## src/rtl/ntt_pkg.sv

```systemverilog
// Shared NTT constants, FSM state type and the bit-reversal helper used
// by the twiddle address path.
package ntt_pkg;

  localparam int              WIDTH = 23;
  localparam logic [WIDTH-1:0] Q    = 23'd8380417;
  localparam int              N     = 256;
  localparam int              LOGN  = 8;
  localparam int              LANES = 6;
  localparam int              NW    = (N - 1 + LANES - 1) / LANES;

  localparam logic [2:0] FORWARD_NTT_MODE = 3'd0;
  localparam logic [2:0] INVERSE_NTT_MODE = 3'd1;

  typedef enum logic [1:0] {
    ST_IDLE,
    ST_RUN,
    ST_DRAIN,
    ST_DONE
  } state_t;

  function automatic logic [LOGN-1:0] bitrev(input logic [LOGN-1:0] v);
    logic [LOGN-1:0] r;
    for (int b = 0; b < LOGN; b++) begin
      r[b] = v[LOGN-1-b];
    end
    return r;
  endfunction

endpackage

```

## src/rtl/twiddle_lane_addr.sv

```systemverilog
// One lane of the twiddle index mapping: index k -> ROM address and negate
// flag. Upper-half inverse exponents fold onto ROM[N-e] with pre set.
module twiddle_lane_addr
  import ntt_pkg::*;
(
  input  logic [LOGN-1:0] k,
  input  logic            valid,
  input  logic [2:0]      mode,
  output logic [LOGN-1:0] addr,
  output logic            pre
);

  logic [LOGN-1:0] e;

  always_comb begin
    e    = bitrev(k);
    addr = '0;
    pre  = 1'b0;
    if (valid) begin
      if (mode == INVERSE_NTT_MODE) begin
        // (N - e) mod N is just the two's complement negation of e
        addr = {LOGN{1'b0}} - e;
        pre  = (e != '0);
      end else begin
        addr = e;
      end
    end
  end

endmodule

```

## src/rtl/twiddle_fetch.sv

```systemverilog
// Twiddle schedule producer: issues six ROM addresses per word and delays
// the lane valids/negate mask one stage so they line up with ROM data.
module twiddle_fetch
  import ntt_pkg::*;
(
  input  logic                   ClkxCI,
  input  logic                   RstxBI,
  input  logic [2:0]             mode,
  input  logic                   StartxSI,
  input  logic                   ReadyxSI,
  output logic [LANES*LOGN-1:0]  AddrxDO,
  output logic [LANES-1:0]       pre,
  output logic [LANES-1:0]       LaneValidxDO,
  output logic                   ValidxDO,
  output logic                   BusyxSO,
  output logic                   DonexSO
);

  localparam int             WCW       = $clog2(NW);
  localparam logic [WCW-1:0] LAST_WORD = WCW'(NW - 1);

  state_t                 state;
  logic [2:0]             mode_reg;
  logic [WCW-1:0]         wcnt;
  logic                   a_valid;
  logic [LANES-1:0]       a_mask;
  logic [LANES-1:0]       a_pre;

  logic [LOGN-1:0]        lane_k [LANES];
  logic [LANES-1:0]       lane_v;
  logic [LANES-1:0]       lane_pre;
  logic [LANES*LOGN-1:0]  addr_next;
  logic                   en;
  logic                   start_ok;

  assign en       = ReadyxSI | ~ValidxDO;
  assign start_ok = StartxSI &
                    ((mode == FORWARD_NTT_MODE) | (mode == INVERSE_NTT_MODE));

  generate
    for (genvar gi = 0; gi < LANES; gi++) begin : g_lane
      int k_full;

      // Signed index so tail lanes of the last inverse word go below 1
      always_comb begin
        if (mode_reg == INVERSE_NTT_MODE) k_full = N - 1 - LANES * int'(wcnt) - gi;
        else                              k_full = 1 + LANES * int'(wcnt) + gi;
      end

      assign lane_k[gi] = k_full[LOGN-1:0];
      assign lane_v[gi] = (k_full >= 1) && (k_full <= N - 1);

      twiddle_lane_addr u_lane (
        .k     (lane_k[gi]),
        .valid (lane_v[gi]),
        .mode  (mode_reg),
        .addr  (addr_next[gi*LOGN +: LOGN]),
        .pre   (lane_pre[gi])
      );
    end
  endgenerate

  always_ff @(posedge ClkxCI or negedge RstxBI) begin
    if (!RstxBI) begin
      state        <= ST_IDLE;
      mode_reg     <= '0;
      wcnt         <= '0;
      a_valid      <= 1'b0;
      a_mask       <= '0;
      a_pre        <= '0;
      AddrxDO      <= '0;
      pre          <= '0;
      LaneValidxDO <= '0;
      ValidxDO     <= 1'b0;
      BusyxSO      <= 1'b0;
      DonexSO      <= 1'b0;
    end else begin
      DonexSO <= 1'b0;

      // Both stages move together; a stall freezes the address so the ROM
      // keeps presenting the same read.
      if (en) begin
        ValidxDO     <= a_valid;
        LaneValidxDO <= a_mask;
        pre          <= a_pre;
        if (state == ST_RUN) begin
          AddrxDO <= addr_next;
          a_valid <= 1'b1;
          a_mask  <= lane_v;
          a_pre   <= lane_pre;
          wcnt    <= wcnt + 1'b1;
          if (wcnt == LAST_WORD) state <= ST_DRAIN;
        end else begin
          AddrxDO <= '0;
          a_valid <= 1'b0;
          a_mask  <= '0;
          a_pre   <= '0;
        end
      end

      case (state)
        ST_IDLE: begin
          if (start_ok) begin
            mode_reg <= mode;
            wcnt     <= '0;
            BusyxSO  <= 1'b1;
            state    <= ST_RUN;
          end
        end
        ST_DRAIN: begin
          // Stage A empty and stage B handing over: the last word is taken
          if (!a_valid && ValidxDO && ReadyxSI) begin
            state   <= ST_DONE;
            DonexSO <= 1'b1;
            BusyxSO <= 1'b0;
          end
        end
        ST_DONE: state <= ST_IDLE;
        default: ;
      endcase
    end
  end

endmodule

```

## config.mk

```make
export PLATFORM = sky130hd
export DESIGN_NAME = twiddle_fetch
export DESIGN_NICKNAME = d
export VERILOG_FILES = /design/src/rtl/ntt_pkg.sv /design/src/rtl/twiddle_lane_addr.sv /design/src/rtl/twiddle_fetch.sv
export SDC_FILE = /design/constraint.sdc
export NUM_CORES = 1
export LEC_CHECK = 0
export CAP_MARGIN = 20
export CORE_AREA = 2 2 120 110
export DETAILED_ROUTE_END_ITERATION = 7
export DIE_AREA = 0 0 122 112
export PLACE_DENSITY = 0.81
export SYNTH_ARGS = -nofsm -noshare
export SYNTH_HDL_FRONTEND = slang
export SYNTH_SLANG_ARGS = --single-unit
```

## constraint.sdc

```tcl
create_clock -name ClkxCI -period 4.97 [get_ports ClkxCI]
set_input_delay 0.994 -clock ClkxCI [delete_from_list [all_inputs] [get_ports ClkxCI]]
set_output_delay 0.994 -clock ClkxCI [all_outputs]
set_load 0.01 [all_outputs]
```

==> out/summary.log, run 1 <==
[outcome] status complete, no violations
[detailed_routing] Via-to-Cell Ratio 6.03
[cts] number of sinks handled by clock tree synthesis 87
[cts] level count of the clock H-tree 3
[logic_synthesis] Seq/Total Area, Yosys 35.7%
[floorplanning] Core ar. 0.0124 mm^2
[global_routing] via count of the first global-routing pass 5545
[detailed_routing] iteration count of the initial detailed-routing pass 5
[global_routing] GR met3 Demand/Resource 5.02%
[floorplanning] io pins 70
[timing] Worst Max-Slew Pin Slew 0.907 ns
[job] Max-cap violations 0
[setup_path] number of buffers and inverters on the critical path 3
[setup_path] cells along the critical path ha_1, inv_1, fa_1, nor3b_1, o21a_1, o211ai_2, nor3_4, buf_4, nand3_1, ha_1, or4b_2, nor4_2, a31oi_1, a311oi_2, buf_4, nand3_1, o31ai_1
[detailed_routing] total DRC errors in the routed layout 0
[layout] Largest Register AddrxDO
[placed_design] Final HPWL DP 13.5 mm
[logic_synthesis] leading cell type by number of instances after synthesis sky130_fd_sc_hd__nand2_1
[layout] share of the core filled with cells 59.6%
[layout] fraction of final layout cells sized beyond drive strength 1 9.79%
[floorplanning] Die ar. 0.0137 mm^2
[setup_path] Setup crit end kind flop
[setup_path] kind of cell adding the most delay to the critical path simple AND/OR/NAND/NOR gates
[timing] Worst slew margin 39.3%
[placed_design] total placed cells including tap cells 921
[logic_synthesis] count of yosys warnings during synthesis 0
[layout] nets@finish 822
[global_routing] initial antenna violation count 0
[cts] clock slew at reported path FFs 0.07 ns
[timing] total of endpoints with negative setup slack in the final report 0
[logic_synthesis] fraction of registers with async set or reset after synthesis 100%
[logic_synthesis] post-synthesis register bit count 87
[logic_synthesis] count of distinct cell types in the synthesized netlist 83
[min_path] startpoint of the worst hold path LaneValidxDO[2]$_DFFE_PN0N_
[logic_synthesis] net count after synthesis 747
[logic_synthesis] synthesized netlist cell count 696
[setup_path] R2R setup slack 0.37 ns
[global_routing] GRT met2 Usage 44.3%
[timing] Max Clock Freq 217 MHz
[min_path] Worst Hold Path Cells 2
[setup_path] worst reg2reg path depth 17
[detailed_routing] antenna viol nets, final 0
[setup_path] worst-path maximum fanout 6
[logic_synthesis] cell type with the largest total area after synthesis sky130_fd_sc_hd__dfrtp_1
[layout] antenna diode instance count 0
[cts] Skew-Pair Late Insertion Delay 0.35 ns
[timing] period utilisation layout 92.7%
[setup_path] data arrival time of the worst path 4.87 ns
[timing] final critical delay including setup and external delays 4.60 ns
[logic_synthesis] number of flops mapped to enable cells by yosys 0
[floorplanning] Initial Utilization 49.0%
[logic_synthesis] mean instance size in the synthesized netlist 8.77 um^2
[floorplanning] std cell rows 39
[setup_path] Startpoint Class flop
[floorplanning] Horiz. Die Dim 122 um
[detailed_routing] initial detailed-routing violation count 503
[cts] TritonCTS clock tree yes
[global_routing] Most Crowded Layer GR met2
[setup_path] Crit Reg-Reg Endpoint AddrxDO[29]$_DFFE_PN0N_
[detailed_routing] drt wl/cell 19.5 um
[timing] RSZ-0062 raised after global routing no
[global_routing] GRT Util Overall 27.5%
[setup_path] Crit path required time 5.23 ns
[global_routing] total overflow reported by the global router 0
[logic_synthesis] top flip-flop cell by instance count after synthesis sky130_fd_sc_hd__dfrtp_1
[setup_path] R2R Path Start wcnt[1]$_DFF_PN0_
[placed_design] Final GP Congestion 0.968
[global_routing] global-route track usage on met1 37.8%
[timing] count of endpoints failing hold in the final timing report 0
[logic_synthesis] most frequent cells after synthesis sky130_fd_sc_hd__nand2_1 (122), sky130_fd_sc_hd__dfrtp_1 (87), sky130_fd_sc_hd__xnor2_1 (45), sky130_fd_sc_hd__ha_1 (43), sky130_fd_sc_hd__nor2_1 (43)
[timing] Hold WS 0.463 ns
[timing] Worst Skew 0.00609 ns
[setup_path] startpoint-to-endpoint class of the critical path reg -> reg
[layout] final cell count without fillers 940
[cts] clock tree root buffer cell sky130_fd_sc_hd__clkbuf_16
[setup_path] critical-path cell with the highest stage delay sky130_fd_sc_hd__or4b_2
[floorplanning] Chip Height 112 um
[min_path] Min-Delay Path Class reg -> reg
[timing] final number of max-transition violations 0
[cts] hold buffers post-CTS 0
[detailed_routing] Final Routed Wirelength 18.3 mm
[cts] Clock Tree Buf Depth 2
[global_routing] largest net degree at the start of global routing 76
[global_routing] global-route wire length before repair 29.4 mm
[layout] area overhead of the layout relative to synthesis 21.4%
[placed_design] count of port buffers added during placement 69
[detailed_routing] vias after detailed routing 5669
[min_path] WHS Endpoint LaneValidxDO[2]$_DFFE_PN0N_
[logic_synthesis] top cells by area, synth sky130_fd_sc_hd__dfrtp_1 (36%), sky130_fd_sc_hd__ha_1 (8.8%), sky130_fd_sc_hd__nand2_1 (7.5%), sky130_fd_sc_hd__xnor2_1 (6.5%), sky130_fd_sc_hd__o21ai_0 (2.9%)
[setup_path] CP peak stage delay 0.66 ns
[logic_synthesis] post-synth design cell area 0.00610 mm^2
[layout] flip-flop count of the largest register after layout 48
[cts] TritonCTS Buffers 9
[logic_synthesis] fraction of synthesized cell area taken by the top area cell type 35.7%
[layer usage]
layer  part of all wire [%]  vias up
li1                       -     2657
met1                     45     2778
met2                     47      204
met3                    5.5       30
met4                    2.2        0
met5                      0        -
[worst reg2reg max path, delay by kind of cell, from the launching register on]
family	cells	cell delay, ns
AO/OA/AOI/OAI	5	1.09
adder cells (fa/ha/maj)	3	0.86
buffers and inverters	3	0.38
flip-flops	1	0.43
AND/OR/NAND/NOR	6	1.74
[repair_timing]
action                                  CTS  global route
resized for setup                         0             3
pin swaps                                 1             2
buffers inserted                          0             3
endpoints found under the setup margin    1            20
[stage by stage]
step	cell area, um^2	setup TNS, ns	setup slack, ns
2_1_floorplan	6100	0	0.113
3_3_place_gp	7070	0	0.280
3_5_place_dp	7070	-0.000873	-0.000873
4_1_cts	7370	0	0.0243
5_1_grt	7410	0	0.0334
6_report	7410	0	0.365
[logic make-up (layout without fill, tap and decap cells)]
logic type	Yosys count	after routing	share of synthesized area [%]
simple gates	285	285	22.9
compound gates	161	161	19.0
buf+inv	57	137	3.77
flops	87	87	35.7
mux	5	5	0.841
xor+xnor	57	57	8.65
fa+ha+maj	44	44	9.15
[cells in the final DEF (no fill, tap or decap), types with 7 or more instances in the layout]
cell and instances:
sky130_fd_sc_hd__ha_1 43, sky130_fd_sc_hd__nand4_1 15, sky130_fd_sc_hd__xor2_1 9, sky130_fd_sc_hd__dfrtp_1 87, sky130_fd_sc_hd__nand3_1 33, sky130_fd_sc_hd__o21ai_1 7
sky130_fd_sc_hd__nor3_1 13, sky130_fd_sc_hd__nor2_1 42, sky130_fd_sc_hd__nand2b_1 9, sky130_fd_sc_hd__clkdlybuf4s50_1 68, sky130_fd_sc_hd__o21ai_0 35, sky130_fd_sc_hd__nand2_1 122
sky130_fd_sc_hd__a32o_1 9, sky130_fd_sc_hd__a22o_1 17, sky130_fd_sc_hd__o31ai_1 7, sky130_fd_sc_hd__inv_1 16, sky130_fd_sc_hd__a21oi_1 22, sky130_fd_sc_hd__a31oi_1 11
sky130_fd_sc_hd__buf_4 33, sky130_fd_sc_hd__clkbuf_16 9, sky130_fd_sc_hd__xnor2_1 45
[how the worst max path moves through the flow]
stage               slack, ns         startpoint  depth (start not counted)                       to
floorplan                0.11  wcnt[0]$_DFF_PN0_                         15  AddrxDO[29]$_DFFE_PN0N_
global placement         0.28  wcnt[1]$_DFF_PN0_                         17  AddrxDO[29]$_DFFE_PN0N_
detailed placement    -0.0009  wcnt[1]$_DFF_PN0_                         17  AddrxDO[29]$_DFFE_PN0N_
CTS                      0.02  wcnt[1]$_DFF_PN0_                         17  AddrxDO[29]$_DFFE_PN0N_
global route             0.03  wcnt[1]$_DFF_PN0_                         18  AddrxDO[29]$_DFFE_PN0N_
finish                   0.37  wcnt[1]$_DFF_PN0_                         17  AddrxDO[29]$_DFFE_PN0N_
[final cells by class]
type | instances | area, um^2
Sequential cell | 87 | 2180
Clock buffer | 9 | 225
Inverter | 20 | 75.1
Clock inverter | 7 | 78.8
Fill cell | 1126 | 5030
Timing Repair Buffer | 101 | 928
Multi-Input combinational cell | 552 | 3720
Tap cell | 164 | 205
Power of run 1 is left out: the tool's default activity adds up to more than one toggle a clock period on the data nets, which glitch-free logic cannot reach.
==> run 2: changes to the inputs <==
CELL_PAD_IN_SITES_DETAIL_PLACEMENT = 1   (was unset)
CELL_PAD_IN_SITES_GLOBAL_PLACEMENT = 1   (was unset)
CORE_AREA = 2 2 135 124   (was 2 2 120 110)
DIE_AREA = 0 0 137 126   (was 0 0 122 112)
PLACE_DENSITY = 0.83   (was 0.81)
==> out/summary.log, run 2 (synthesis results as in run 1) <==
[setup_path] R2R Path Start wcnt[1]$_DFF_PN0_
[global_routing] largest net degree at the start of global routing 76 [unchanged]
[setup_path] worst reg2reg path depth 18 [+1]
[floorplanning] Core ar. 0.0159 mm^2 [+27%]
[timing] Worst Skew 0.00994 ns [+0.00384 ns]
[setup_path] cells along the critical path ha_1, inv_1, fa_1, nor3b_1, o21a_1, o211ai_2, nor3_2, nand3_1, inv_1, nand2_1, ha_1, or4b_2, nor4_1, a31oi_1, a311oi_2, buf_4, nand3_1, o31ai_1
[layout] final instance area 0.00743 mm^2 [+0.30%]
[layout] Largest Register AddrxDO
[job] Max-cap violations 0 [unchanged]
[setup_path] Startpoint Class flop
[timing] Max Clock Freq 215 MHz [-1.1%]
[setup_path] CP peak stage delay 0.65 ns [about the same]
[layout] antenna diode instance count 0 [unchanged]
[cts] number of sinks handled by clock tree synthesis 87 [unchanged]
[setup_path] Crit Reg-Reg Endpoint AddrxDO[29]$_DFFE_PN0N_
[layout] fraction of final layout cells sized beyond drive strength 1 9.54% [-0.26 points]
[global_routing] total overflow reported by the global router 0 [unchanged]
[detailed_routing] vias after detailed routing 5720 [+0.90%]
[cts] TritonCTS clock tree yes
[placed_design] Final HPWL DP 15.2 mm [+13%]
[floorplanning] Horiz. Die Dim 137 um [+12%]
[outcome] status complete, no violations
[min_path] Min-Delay Path Class reg -> reg
[timing] total of endpoints with negative setup slack in the final report 0 [unchanged]
[detailed_routing] iteration count of the initial detailed-routing pass 5 [unchanged]
[timing] total negative slack 0 ns [unchanged]
[floorplanning] Die ar. 0.0173 mm^2 [+26%]
[global_routing] via count of the first global-routing pass 6014 [+8.5%]
[timing] final critical delay including setup and external delays 4.66 ns [+0.0505 ns]
[cts] Clock Tree Buf Depth 2 [unchanged]
[placed_design] area after detailed placement 0.00714 mm^2 [+0.97%]
[setup_path] critical-path cell with the highest stage delay sky130_fd_sc_hd__or4b_2
[layout] flip-flop count of the largest register after layout 48 [unchanged]
[timing] Worst Max-Slew Pin Slew 0.786 ns [-0.121 ns]
[setup_path] data arrival time of the worst path 4.91 ns [+0.04 ns]
[layout] area overhead of the layout relative to synthesis 21.8%
[cts] TritonCTS Buffers 9 [unchanged]
[setup_path] capturing element of the worst setup path AddrxDO[29]$_DFFE_PN0N_
[floorplanning] Initial Utilization 38.5% [-11 points]
[cts] clock slew at reported path FFs 0.07 ns [about the same]
[cts] level count of the clock H-tree 3 [unchanged]
[floorplanning] io pins 70 [unchanged]
[setup_path] Setup crit end kind flop
[global_routing] GRT Util Overall 24.8% [-2.7 points]
[detailed_routing] initial detailed-routing violation count 411 [-18%]
[setup_path] R2R setup slack 0.31 ns [-0.05 ns]
[layout] highest-count cells in the layout ignoring fill and taps sky130_fd_sc_hd__nand2_1 (122), sky130_fd_sc_hd__dfrtp_1 (87), sky130_fd_sc_hd__clkdlybuf4s50_1 (68)
[detailed_routing] Final Routed Wirelength 20.5 mm [+12%]
[timing] count of endpoints failing hold in the final timing report 0 [unchanged]
[detailed_routing] Via-to-Cell Ratio 5.82 [-3.5%]
[global_routing] global-route wire length before repair 33.1 mm [+13%]
[timing] final number of max-transition violations 0 [unchanged]
[placed_design] count of port buffers added during placement 69 [unchanged]
[setup_path] startpoint-to-endpoint class of the critical path reg -> reg
[placed_design] Final GP Congestion 1.01 [+3.8%]
[cts] Skew-Pair Late Insertion Delay 0.36 ns [about the same]
[setup_path] Crit path required time 5.22 ns [about the same]
[layout] nets@finish 822 [unchanged]
[timing] RSZ-0062 raised after global routing no
[detailed_routing] drt wl/cell 20.9 um [+7.3%]
[cts] clock tree root buffer cell sky130_fd_sc_hd__clkbuf_16
[floorplanning] std cell rows 44 [+13%]
[detailed_routing] antenna viol nets, final 0 [unchanged]
[setup_path] worst-path maximum fanout 5 [-1]
[timing] period utilisation layout 93.7% [+1.0 points]
[detailed_routing] total DRC errors in the routed layout 0 [unchanged]
[global_routing] initial antenna violation count 0 [unchanged]
[timing] Worst slew margin 47.6% [+8.3 points]
[setup_path] Critical Path Start wcnt[1]$_DFF_PN0_
[layout] commonest non-fill, non-tap cell in the layout sky130_fd_sc_hd__nand2_1
[floorplanning] Chip Height 126 um [+13%]
-- run 2: final cells by class --
cell class	instances	area [um^2]
fillers	1881	8420
multi-input cells	552	3710
clock inverters	7	62.6
flip-flops and latches	87	2180
well taps	207	259
repair buffers	101	928
clock buffers	9	225
inverters	20	75.1
-- run 2: worst min path at each step --
stage / start / endpoint / slack, ns / depth (start not counted)
final: pre[5]$_DFFE_PN0N_ / pre[5]$_DFFE_PN0N_ / 0.47 / 2
after global routing: a_mask[4]$_DFFE_PN0N_ / a_mask[4]$_DFFE_PN0N_ / 0.51 / 1
after CTS: pre[5]$_DFFE_PN0N_ / pre[5]$_DFFE_PN0N_ / 0.48 / 2
after detailed placement: pre[5]$_DFFE_PN0N_ / pre[5]$_DFFE_PN0N_ / 0.46 / 2
after global placement: LaneValidxDO[0]$_DFFE_PN0N_ / LaneValidxDO[0]$_DFFE_PN0N_ / 0.45 / 2
after floorplan: a_mask[0]$_DFFE_PN0N_ / LaneValidxDO[0]$_DFFE_PN0N_ / 0.45 / 2
-- run 2: stage by stage --
step	instances	setup slack, ns	hold WS, ns	utilization [%]
global placement	966	0.391	0.450	45.0
CTS	982	0.102	0.479	46.8
detailed placement	966	0.126	0.463	45.0
global route	983	0.0179	0.506	46.9
floorplan	696	0.113	0.446	-
finish	983	0.315	0.468	46.9
-- run 2: critical path: cells and delay by family (launching register included) --
| family | cells | cell delay [ns] |
|---|---|---|
| AO/OA/AOI/OAI | 5 | 1.03 |
| adder cells (fa/ha/maj) | 3 | 0.85 |
| buffers and inverters | 3 | 0.40 |
| flip-flops | 1 | 0.43 |
| AND/OR/NAND/NOR | 7 | 1.84 |
-- run 2: metal layers --
metal  up-vias  GRT usage (%)  share of wire (%)
met5         -              0                  0
met1      2864           33.0                 45
met3        36           6.00                6.1
met4         0           8.37                2.4
li1       2649              -                  -
met2       171           39.4                 47
-- run 2: what timing repair did --
action	CTS	global route
setup buffers	0	1
setup endpoints to repair	0	19
gates resized for setup	0	0
hold buffers	0	0
Power of run 2 is left out for the same reason.
==> RTL edit 1: new RTL, flow settings as in run 1 <==
Make the reset (`RstxBI`) synchronous in one clocked block.
--- a/src/rtl/twiddle_fetch.sv
+++ b/src/rtl/twiddle_fetch.sv
@@ -60,7 +60,7 @@
     end
   endgenerate
 
-  always_ff @(posedge ClkxCI or negedge RstxBI) begin
+  always_ff @(posedge ClkxCI) begin
     if (!RstxBI) begin
       state        <= ST_IDLE;
       mode_reg     <= '0;
Behaviour: differs if RstxBI is asserted again (counterexample within 4 cycles, from zero or initial values and one cycle with RstxBI low); with RstxBI held inactive, the same outputs for 10 cycles.
==> RTL edit 1 against run 1 <==
- sequential cell count did not move
- final cell count grew 0.96%
- sequential share of layout area fell by 4.6 points
- count of clock-buffer cells in the layout stayed put
- wire length fell by 8.4%
- global-route usage decreased by 2.8 points
- cell area shrank 5.1%
- setup slack worse by 0.052 ns
- clock skew is 0.0026 ns higher
- synthesized area down 5.7%
- critical path type unchanged
Power is left out: it rests on default switching activity, and per cell area and clock period it moved more than threefold.
==> RTL edit 1: results <==
synth:
  synth_compound_area_share_pct: 19.43
  muxShareOfSynthArea_pct: 0.6957
  synth-seq-area-share_pct: 30.26
  avgSynthCellArea_sq_um: 8.072
  yosys.area.top_type: "dfxtp_1"
  synth_area_leaders: "dfxtp_1 30%, ha_1 9.3%, xnor2_1 7.8%, nand2_1 6.2%, nor2_1 4.2%"
status:
  status: "complete, no violations"
sta:
  fin_crit_ns: 4.657
  skew_ns: 0.008694
  max_slew_margin_pct: 27.77
grt:
  grt_pass1_vias: 5046
  grt_pass1_wl_um: 26560
  grt_max_degree: 51
worst_setup_path:
  endpoint: "AddrxDO[21]$_SDFFE_PN0N_"
  crit_path_start: "wcnt[1]$_SDFF_PN0_"
  rr_worst_depth: 20
  critPathSlowestCell: "or4_1"
  reg2reg_slack_ns: 0.31
place:
  placed_area_sq_um: 6656
  pre_cts_slack_ns: 0.04072
  dp_hpwl_um: 11940
final_layout:
  drive_gt1_share_pct: 10.19
  fin_cells: 949
  final_nets: 831
min_path:
  min_from: "mode_reg[2]$_SDFFE_PN0P_"
  hold_end: "mode_reg[2]$_SDFFE_PN0P_"
drt:
  vias: 5498
RTL edit 1: cell count changes after synthesis, sizes merged, moves of 11 or more:
cell	delta
dfrtp	-87
dfxtp	+87
nand2	-27
a21oi	+23
nor2	+21
a22oi	+19
a22o	-14
and2	+11
RTL edit 1: routing by layer:
layer / vias up / track usage (%) / wire length (um)
li1: 2651 / - / -
met1: 2555 / 36.10 / 7739
met2: 256 / 36.50 / 7294
met3: 36 / 4.713 / 1311
met4: 0 / 7.586 / 416
met5: - / 0 / 0
RTL edit 1: cell type report:
| type | instances | area (sq um) |
|---|---|---|
| tap | 164 | 205.2 |
| timing repair buffer | 102 | 938.4 |
| clock buffer | 9 | 225.2 |
| inverter | 22 | 82.58 |
| multi-input combinational | 558 | 3764 |
| clock inverter | 7 | 75.07 |
| fill | 1139 | 5410 |
| sequential | 87 | 1743 |
RTL edit 1: timing repair:
item,CTS,global route
buffers inserted,0,5
resized for setup,0,8
endpoints found under the setup margin,0,20
==> RTL edit 2: new RTL, flow settings as in run 1 <==
Without the edit above. `LOGN`: 8 -> 7.
--- a/src/rtl/ntt_pkg.sv
+++ b/src/rtl/ntt_pkg.sv
@@ -5,7 +5,7 @@
   localparam int              WIDTH = 23;
   localparam logic [WIDTH-1:0] Q    = 23'd8380417;
   localparam int              N     = 256;
-  localparam int              LOGN  = 8;
+  localparam int              LOGN  = 7;
   localparam int              LANES = 6;
   localparam int              NW    = (N - 1 + LANES - 1) / LANES;
 
Ports: changed (resized AddrxDO); port bits go from 70 to 64. No check against the original RTL was run, so the function may have changed too.
==> RTL edit 2 against run 1 <==
- final cell count shrank 3.4%
- global-route usage shrank 1.6 points
- utilization shrank 1.2 points
- synthesized area shrank 5.3%
- cell area shrank 2.0%
- count of clock-buffer cells in the layout is the same
- setup slack lost 0.23 ns
- sequential share of layout area shrank 1.4 points
- wire length shrank 6.4%
- largest cell class unchanged
- sequential cell count shrank 6
- critical path type unchanged
Power is not shown: default switching activity piles up to over one toggle a cycle in this logic, so the estimate is an artifact.
==> RTL edit 2: results <==
drt:
  remaining_drc_errors: 0
  avgRoutedWirePerCell_um: 18.85
  wl_um: 17120
  drtIter0Drc: 425
  vias: 5440
final_layout:
  drive_gt1_share_pct: 14.11
  final_nets: 790
  largest_register_ffs: 42
  fillCellCount: 1089
min_path:
  min_from: "pre[0]$_DFFE_PN0N_"
  hold_end: "pre[0]$_DFFE_PN0N_"
worst_setup_path:
  reg2reg_slack_ns: 0.14
  r2r-end: "AddrxDO[27]$_DFFE_PN0N_"
  rr_worst_depth: 17
  r2r_start: "wcnt[1]$_DFF_PN0_"
  critPathMaxFanout: 9
grt:
  grt_max_degree: 82
  grt_usage_pct: 25.94
  grt_pass1_wl_um: 27850
  grt_pass1_vias: 5297
synth:
  ys_top_cells_by_count: "109 x nand2_1, 81 x dfrtp_1, 44 x xnor2_1"
  synth_compound_area_share_pct: 19.25
  syn_nets: 712
  synth.distinct_cells: 76
  synth_xor_area_share_pct: 8.987
  synthAdderAreaFrac_pct: 9.658
  avgSynthCellArea_sq_um: 8.741
  synth-seq-area-share_pct: 35.08
  muxShareOfSynthArea_pct: 0.7362
  synth_area_leaders: "dfrtp_1 35%, ha_1 9.3%, nand2_1 7.1%, xnor2_1 6.7%, a22o_1 2.9%"
sta:
  skew_ns: 0.009204
  worstMarginPinSlew_ns: 0.9234
place:
  io_buffers: 63
  placed_cells: 884
  dp_hpwl_um: 12570
  globalplace.congestion: 1.013
status:
  status: "complete, no violations"
clocking:
  cts_made_buffers: 9
[RTL edit 2: what timing repair did]
action / in CTS / in global routing
gates resized for setup: 6 / 12
pin swaps: 1 / 11
endpoints found under the setup margin: 29 / 32
setup buffers: 2 / 5
[RTL edit 2: stage by stage]
step | hold slack [ns] | instance area, sq um | setup WS (ns) | TNS [ns]
floorplan | 0.4457 | 5789 | 0.009211 | 0
global placement | 0.4486 | 6751 | 0.05858 | 0
detailed placement | 0.4623 | 6751 | -0.2165 | -2.618
CTS | 0.4766 | 7131 | 0.01047 | 0
global route | 0.4921 | 7259 | -0.05689 | -0.06281
finish | 0.4698 | 7259 | 0.1389 | 0
[RTL edit 2: final cells by class]
| type | count | area share (%) |
|---|---|---|
| Clock buffer | 9 | 3.102 |
| Clock inverter | 7 | 1.448 |
| Sequential cell | 81 | 27.94 |
| Timing Repair Buffer | 108 | 13.58 |
| Tap cell | 164 | 2.827 |
| Inverter | 24 | 1.293 |
| Multi-Input combinational cell | 515 | 49.81 |
[RTL edit 2: worst max-delay path, stage by stage (launching register included)]
cell      delay (ns)
dfrtp_1         0.42
buf_4           0.15
ha_1            0.27
a211o_1         0.28
and3_4          0.18
a311o_1         0.41
nor3_4          0.20
and2_4          0.22
nand2_1         0.08
ha_1            0.31
nor4bb_1        0.29
nand4_1         0.17
or4_1           0.43
or4_4           0.45
and2_1          0.18
a21oi_1         0.24
o311a_4         0.32
a32o_1          0.17
[RTL edit 2: metal layers]
layer  global-route usage [%]  routed length (um)  vias up
li1                         -                   -     2515
met1                    35.70                7425     2643
met2                    41.53                8045      253
met3                    4.918                1304       29
met4                    7.586                 339        0
met5                        0                   0        -
